`config.mk`:
```
export PLATFORM = sky130hd
export DESIGN_NAME = pipe_instr_dec
export DESIGN_NICKNAME = d
export VERILOG_FILES = /design/src/rtl/pipe_instr_dec.sv
export SDC_FILE = /design/constraint.sdc
export NUM_CORES = 2
export LEC_CHECK = 0
export BUFFER_PORTS_ARGS = -buffer_cell sky130_fd_sc_hd__buf_2
export CORE_ASPECT_RATIO = 0.6
export CORE_MARGIN = 8
export CORE_UTILIZATION = 45
export CTS_CLUSTER_SIZE = 10
export DETAILED_ROUTE_END_ITERATION = 8
export SYNTH_ARGS = -nofsm -noshare
export SYNTH_HDL_FRONTEND = slang
export SYNTH_SLANG_ARGS = --single-unit
```
`constraint.sdc`:
```
create_clock -name clk -period 6.5 [get_ports clk]
set_input_delay 0.975 -clock clk [delete_from_list [all_inputs] [get_ports clk]]
set_output_delay 0.975 -clock clk [all_outputs]
set_load 0.01 [all_outputs]
```
`src/rtl/pipe_instr_dec.sv`:
```
// rtl/pipe_instr_dec.sv - RV32I decode stage with register file, bypass, load-use stall and hold refresh
module pipe_instr_dec #(
    parameter int XLEN   = 32,
    parameter int NREG   = 32,
    parameter int FWD_EN = 1,
    localparam int AW    = $clog2(NREG)
) (
    input  logic            clk,
    input  logic            reset,
    input  logic            in_valid,
    output logic            in_ready,
    input  logic [31:0]     in_instr,
    input  logic [XLEN-1:0] in_pc,
    input  logic            wb_we,
    input  logic [AW-1:0]   wb_addr,
    input  logic [XLEN-1:0] wb_data,
    input  logic            ex_is_load,
    input  logic [AW-1:0]   ex_rd,
    input  logic            flush,
    output logic            out_valid,
    input  logic            out_ready,
    output logic [11:0]     out_ctrl,
    output logic [XLEN-1:0] out_rs1_data,
    output logic [XLEN-1:0] out_rs2_data,
    output logic [XLEN-1:0] out_alu_in2,
    output logic [XLEN-1:0] out_imm,
    output logic [XLEN-1:0] out_pc,
    output logic [XLEN-1:0] out_branch_target,
    output logic [AW-1:0]   out_rs1,
    output logic [AW-1:0]   out_rs2,
    output logic [AW-1:0]   out_rd,
    output logic [15:0]     hazard_cnt
);

    // Opcodes understood by the control decoder; anything else decodes to an all-zero control word.
    localparam logic [6:0] OP_R      = 7'b0110011;
    localparam logic [6:0] OP_IMM    = 7'b0010011;
    localparam logic [6:0] OP_LOAD   = 7'b0000011;
    localparam logic [6:0] OP_STORE  = 7'b0100011;
    localparam logic [6:0] OP_BRANCH = 7'b1100011;
    localparam logic [6:0] OP_JAL    = 7'b1101111;
    localparam logic [6:0] OP_JALR   = 7'b1100111;

    // Immediate select encoding carried in ctrl[10:9].
    localparam logic [1:0] IMM_I = 2'b00;
    localparam logic [1:0] IMM_S = 2'b01;
    localparam logic [1:0] IMM_B = 2'b10;
    localparam logic [1:0] IMM_J = 2'b11;

    logic [XLEN-1:0] r_regs [NREG];

    logic            r_out_valid;
    logic [11:0]     r_ctrl;
    logic [XLEN-1:0] r_rs1_data;
    logic [XLEN-1:0] r_rs2_data;
    logic [XLEN-1:0] r_alu_in2;
    logic [XLEN-1:0] r_imm;
    logic [XLEN-1:0] r_pc;
    logic [XLEN-1:0] r_branch_target;
    logic [AW-1:0]   r_rs1;
    logic [AW-1:0]   r_rs2;
    logic [AW-1:0]   r_rd;
    logic [15:0]     r_hazard_cnt;

    logic [6:0]      w_opcode;
    logic [AW-1:0]   w_rs1;
    logic [AW-1:0]   w_rs2;
    logic [AW-1:0]   w_rd;
    logic [11:0]     w_ctrl;
    logic            w_zero;
    logic [31:0]     w_imm32;
    logic [XLEN-1:0] w_imm;
    logic [XLEN-1:0] w_rs1_data;
    logic [XLEN-1:0] w_rs2_data;
    logic [XLEN-1:0] w_alu_in2;
    logic            w_hazard;
    logic            w_accept;
    logic            w_hold;
    logic            w_refresh1;
    logic            w_refresh2;

    assign w_opcode = in_instr[6:0];
    assign w_rs1    = AW'(in_instr[19:15]);
    assign w_rs2    = AW'(in_instr[24:20]);
    assign w_rd     = AW'(in_instr[11:7]);
    // The branch-compare result is not known in decode, so the decoder's zero input is tied low.
    assign w_zero   = 1'b0;

    // Control word: {regwrite, immsel[1:0], alusrc, memread, memwrite, memtoreg, branch, pcsrc, aluop[2:0]}.
    always_comb begin
        w_ctrl = '0;
        case (w_opcode)
            OP_R:      w_ctrl = {1'b1, IMM_I, 1'b0, 1'b0, 1'b0, 1'b0, 1'b0, 1'b0, 3'b010};
            OP_IMM:    w_ctrl = {1'b1, IMM_I, 1'b1, 1'b0, 1'b0, 1'b0, 1'b0, 1'b0, 3'b011};
            OP_LOAD:   w_ctrl = {1'b1, IMM_I, 1'b1, 1'b1, 1'b0, 1'b1, 1'b0, 1'b0, 3'b000};
            OP_STORE:  w_ctrl = {1'b0, IMM_S, 1'b1, 1'b0, 1'b1, 1'b0, 1'b0, 1'b0, 3'b000};
            OP_BRANCH: w_ctrl = {1'b0, IMM_B, 1'b0, 1'b0, 1'b0, 1'b0, 1'b1, 1'b0, 3'b001};
            OP_JAL:    w_ctrl = {1'b1, IMM_J, 1'b0, 1'b0, 1'b0, 1'b0, 1'b0, 1'b1, 3'b000};
            OP_JALR:   w_ctrl = {1'b1, IMM_I, 1'b1, 1'b0, 1'b0, 1'b0, 1'b0, 1'b1, 3'b000};
            default:   w_ctrl = '0;
        endcase
        // pcsrc = jump | (branch & zero)
        w_ctrl[3] = w_ctrl[3] | (w_ctrl[4] & w_zero);
    end

    // Immediate extraction chosen by the decoder's immediate select.
    always_comb begin
        w_imm32 = '0;
        case (w_ctrl[10:9])
            IMM_I: w_imm32 = {{20{in_instr[31]}}, in_instr[31:20]};
            IMM_S: w_imm32 = {{20{in_instr[31]}}, in_instr[31:25], in_instr[11:7]};
            IMM_B: w_imm32 = {{19{in_instr[31]}}, in_instr[31], in_instr[7], in_instr[30:25],
                              in_instr[11:8], 1'b0};
            IMM_J: w_imm32 = {{11{in_instr[31]}}, in_instr[31], in_instr[19:12], in_instr[20],
                              in_instr[30:21], 1'b0};
            default: w_imm32 = '0;
        endcase
    end

    assign w_imm = XLEN'($signed(w_imm32));

    // Register reads, with the write-back port bypassed into the read when enabled.
    always_comb begin
        w_rs1_data = '0;
        w_rs2_data = '0;
        if (w_rs1 != '0) begin
            if ((FWD_EN != 0) && wb_we && (wb_addr == w_rs1)) w_rs1_data = wb_data;
            else                                            w_rs1_data = r_regs[w_rs1];
        end
        if (w_rs2 != '0) begin
            if ((FWD_EN != 0) && wb_we && (wb_addr == w_rs2)) w_rs2_data = wb_data;
            else                                            w_rs2_data = r_regs[w_rs2];
        end
    end

    assign w_alu_in2 = w_ctrl[8] ? w_imm : w_rs2_data;

    assign w_hazard = in_valid & ex_is_load & (ex_rd != '0) & ((ex_rd == w_rs1) | (ex_rd == w_rs2));
    assign in_ready = ~reset & (~r_out_valid | out_ready) & ~w_hazard & ~flush;
    assign w_accept = in_valid & in_ready;

    // A stalled bundle picks up write-backs to its source registers so it never goes stale.
    assign w_hold     = r_out_valid & ~out_ready;
    assign w_refresh1 = w_hold & wb_we & (wb_addr != '0) & (wb_addr == r_rs1);
    assign w_refresh2 = w_hold & wb_we & (wb_addr != '0) & (wb_addr == r_rs2);

    // Register file: cleared by reset, index 0 never written.
    always_ff @(posedge clk) begin
        if (reset) begin
            for (int i = 0; i < NREG; i++) r_regs[i] <= '0;
        end else if (wb_we && (wb_addr != '0)) begin
            r_regs[wb_addr] <= wb_data;
        end
    end

    // Output bundle: load on accept, drop on consume or flush, refresh sources while stalled.
    always_ff @(posedge clk) begin
        if (reset) begin
            r_out_valid     <= 1'b0;
            r_ctrl          <= '0;
            r_rs1_data      <= '0;
            r_rs2_data      <= '0;
            r_alu_in2       <= '0;
            r_imm           <= '0;
            r_pc            <= '0;
            r_branch_target <= '0;
            r_rs1           <= '0;
            r_rs2           <= '0;
            r_rd            <= '0;
        end else if (flush) begin
            r_out_valid <= 1'b0;
        end else if (w_accept) begin
            r_out_valid     <= 1'b1;
            r_ctrl          <= w_ctrl;
            r_rs1_data      <= w_rs1_data;
            r_rs2_data      <= w_rs2_data;
            r_alu_in2       <= w_alu_in2;
            r_imm           <= w_imm;
            r_pc            <= in_pc;
            r_branch_target <= in_pc + w_imm;
            r_rs1           <= w_rs1;
            r_rs2           <= w_rs2;
            r_rd            <= w_rd;
        end else if (out_ready) begin
            r_out_valid <= 1'b0;
        end else begin
            if (w_refresh1) r_rs1_data <= wb_data;
            if (w_refresh2) begin
                r_rs2_data <= wb_data;
                if (!r_ctrl[8]) r_alu_in2 <= wb_data;
            end
        end
    end

    // Saturating count of load-use stall cycles.
    always_ff @(posedge clk) begin
        if (reset)                                  r_hazard_cnt <= '0;
        else if (w_hazard && (r_hazard_cnt != 16'hFFFF)) r_hazard_cnt <= r_hazard_cnt + 16'd1;
    end

    assign out_valid         = r_out_valid;
    assign out_ctrl          = r_ctrl;
    assign out_rs1_data      = r_rs1_data;
    assign out_rs2_data      = r_rs2_data;
    assign out_alu_in2       = r_alu_in2;
    assign out_imm           = r_imm;
    assign out_pc            = r_pc;
    assign out_branch_target = r_branch_target;
    assign out_rs1           = r_rs1;
    assign out_rs2           = r_rs2;
    assign out_rd            = r_rd;
    assign hazard_cnt        = r_hazard_cnt;

endmodule

```
==> flow_summary.toml <==
[power_and_ir_drop]
power.share.switching_pct = 26.35
power_density_nw_per_um2 = 263.6
p_int_w = 0.01429
power_frac_clock_pct = 39.2
ir_worst_vdd_mv = 0.2068
p_leak_nw = 26.45
seq_power_share_pct = 47.8
switchingPower_w = 0.005113
combPwrFrac_pct = 12.9

[clock_tree]
postCtsSetupBuffers = 0
clockBufferDepth = 3
insertion_delay_ps = 770
cts-root-buf = "clkbuf_16"
clkSinkCount = 1247
post_cts_resized = 0
cts-buffers-inserted = 142
h-tree-depth = 4
cts_tree = "built"
clk_pin_slew_worst_paths_ps = 60
hold_buffers = 0

[worst_setup_path]
crit_path_end = "out_branch_target[30]"
r2r_end = "out_rs1_data[15]"
worstPathArrival_ps = 5280
reg2regPathDepth = 8
critical_path.startpoint = "in_instr[3]"
timing.rr.start = "out_valid"
required_ps = 7100
regToRegSetupSlack_ps = 3390
critPathLaunchType = "input pin"
end_kind = "flip-flop"
path_class = "in -> reg"
path_max_fanout = 6

[grt]
antenna_found_initial = 19
grt_usage_pct = 31.02
grt_pass1_vias = 44310
grt_max_degree = 115
grt_pass1_wl_um = 351800
grt_overflow = 0

[logic_synthesis]
synthesis.area_um2 = 65880
synth_cell_types = 65
ys_seq_area_share_pct = 53.45
yosysTopAreaCell = "edfxtp_1"
yosysWarnings = 0
async_flop_share_pct = 0
ys.flop_type = "edfxtp_1"
synth-seq-cells = 1247
synthTopCellsByArea = "edfxtp_1 47%, mux4_2 15%, and2_1 9.5%"
synth_edf_count = 1024
syn_area_per_cell_um2 = 12.93
syn_inst = 5094
synth_top_area_share_pct = 46.67

[sta]
fin_crit_sh_pct = 72.13
max_freq_mhz = 213.3
hold_viol = 0
worstMarginPinSlew_ps = 1452
setup_violations = 0
rsz0062_at_grt = "no"
fin_skew_ps = 18.96
tns_ps = 0
relSlewSlack_pct = 3.196
period_minus_slack_ps = 4688
slew_viol_final = 0

[drt]
drt_iter0_markers = 7832
wl_um = 255400
drtPass1Iterations = 6
route.detailed.drc = 0
drtAntennaViolNets = 0
vias_per_cell = 6.557
num_vias = 47700
wl_per_cell_um = 35.11

[place]
routabilityCongestion = 0.9594
place_area_um2 = 69430
io_buffers = 348
place_hpwl_um = 146200

[layout]
fin_nets = 5387
fin_area_um2 = 73620
areaGrowthSynthToFinish_pct = 11.74
drive_gt1_share_pct = 22.88

[die]
core_area_um2 = 145000
initial_utilization_pct = 45.44
die_width_um = 510.0
num_io_pins = 350
die_h_um = 312.4
die_area_um2 = 159300
rows = 108

[min_path]
hp-class = "reg -> reg"

[job]
drv_cap = 0

[run_status]
status = "finished, final reports clean"
layout make-up:
cell class                      count  area [µm²]
Antenna cell                       12       30.03
Clock buffer                      237        4101
Clock inverter                      4       50.05
Fill cell                       12260       71380
Inverter                           17       63.81
Multi-Input combinational cell   3359       28820
Sequential cell                  1247       35210
Tap cell                         1925        2409
Timing Repair Buffer              473        2924
metrics by stage:
| step | hold WS (ps) | setup WS (ps) | instances | total power [W] | util, % |
|---|---|---|---|---|---|
| floorplan | 476.1 | 1770 | 5126 | 0.01090 | - |
| global placement | 439.8 | 1186 | 7021 | 0.01185 | 47.89 |
| detailed placement | 441.5 | 1204 | 7021 | 0.01188 | 47.89 |
| CTS | 439.3 | 1990 | 7262 | 0.01935 | 50.75 |
| global route | 464.9 | 1638 | 7264 | 0.01986 | 50.75 |
| finish | 449.3 | 1812 | 7274 | 0.01940 | 50.77 |
registers in the layout, summed over array words and instances, names as in the netlist:
name	cells
out_branch_target	32
out_rs2	5
out_rs1_data	32
out_imm	21
out_pc	32
out_rs1	5
r_regs	1024
out_alu_in2	32
out_ctrl	10
hazard_cnt	16
out_rd	5
out_rs2_data	32
out_valid	1
per-layer routing:
| metal | GRT usage [%] | part of all wire (%) | vias to the layer above |
|---|---|---|---|
| li1 | - | - | 19370 |
| met4 | 12.94 | 4.5 | 4 |
| met5 | 0 | 0.011 | - |
| met2 | 43.05 | 41 | 3657 |
| met3 | 9.720 | 14 | 565 |
| met1 | 44.86 | 40 | 24100 |
logic make-up after synthesis:
logic type	after synthesis	synth area share (%)
AND/OR/NAND/NOR	1731	14.30
flip-flops	1247	53.45
AO/OA/AOI/OAI	753	7.429
multiplexers	741	19.83
buffers and inverters	520	3.441
XOR/XNOR	67	0.8907
adder cells (fa/ha/maj)	34	0.6571
other	1	0.005692
layout by cell type, fill, tap and decap left out, types with 8 or more instances in the layout:
cell type,Yosys,final
a221oi_1,69,69
nor3_1,46,46
xor2_1,19,19
buf_4,42,115
o21a_1,14,14
nand3_1,17,17
mux4_2,445,445
nor2b_1,11,10
o211ai_1,76,76
buf_12,0,14
o21ai_0,153,153
and2_1,997,996
mux2i_1,233,233
xnor2_1,48,48
nor2_1,291,258
a22oi_1,64,64
nand2_1,265,265
inv_1,17,17
or2_2,33,31
clkbuf_16,0,151
mux2_2,63,63
nor2_4,0,32
edfxtp_1,1024,1024
conb_1,1,33
a21oi_1,219,219
a311oi_1,46,46
nor4_1,16,15
clkbuf_1,335,86
ha_1,33,33
o22ai_1,8,8
dfxtp_1,223,223
buf_2,102,337
diode_2,0,12
a21o_1,31,31
a211oi_1,47,47
nand3b_1,16,16
power by group through the flow:
stage | Clock (W) | Sequential, W | Combinational, W
after global placement | 0 | 0.00941 | 0.00244
final | 0.00761 | 0.00928 | 0.00251
after detailed placement | 0 | 0.00943 | 0.00245
after floorplan | 0 | 0.00938 | 0.00152
after global routing | 0.00794 | 0.00932 | 0.00260
after CTS | 0.00763 | 0.00927 | 0.00246
how the worst min path moves through the flow:
stage | depth (start not counted) | slack, ps | from | end
final | 2 | 450 | out_branch_target[28] | out_branch_target[28]
after global routing | 3 | 460 | in_pc[0] | out_pc[0]
after CTS | 3 | 440 | in_pc[30] | out_pc[30]
after detailed placement | 2 | 440 | out_branch_target[28] | out_branch_target[28]
after global placement | 2 | 440 | out_rd[2] | out_rd[2]
after floorplan | 2 | 480 | out_branch_target[9] | out_branch_target[9]
critical path, stage by stage:
cell      delay (ps)
buf_2            130
or4_1            570
nor2_2           260
mux2i_1          230
nor3_1           140
ha_1             270
fa_1             470
a211oi_1         370
o21ai_0          150
o2111a_1         250
o21ba_2          260
o211a_1          260
o41ai_1          480
o21ai_0          200
xnor2_1          170
o21ai_0          100
cell usage after synthesis, types with 4 or more instances:
cell / number
or4_1: 4
and2_1: 997
a211oi_1: 47
buf_4: 42
a311oi_1: 46
nor3_1: 46
clkbuf_1: 335
a22oi_1: 64
o22ai_1: 8
or3_1: 7
nor4_1: 16
o21a_1: 14
dfxtp_1: 223
nand3b_1: 16
or2_2: 33
ha_1: 33
mux2i_1: 233
buf_6: 4
inv_1: 17
mux4_2: 445
xnor2_1: 48
nand2_1: 265
nor2b_1: 11
a221oi_1: 69
nand3_1: 17
o21ai_0: 153
mux2_2: 63
edfxtp_1: 1024
and3_1: 5
buf_1: 20
nand4_1: 5
xor2_1: 19
o21bai_1: 7
nor2_1: 291
a21o_1: 31
a21oi_1: 219
nand2b_1: 7
o211ai_1: 76
buf_2: 102
Power figures use the tool's default switching activity.
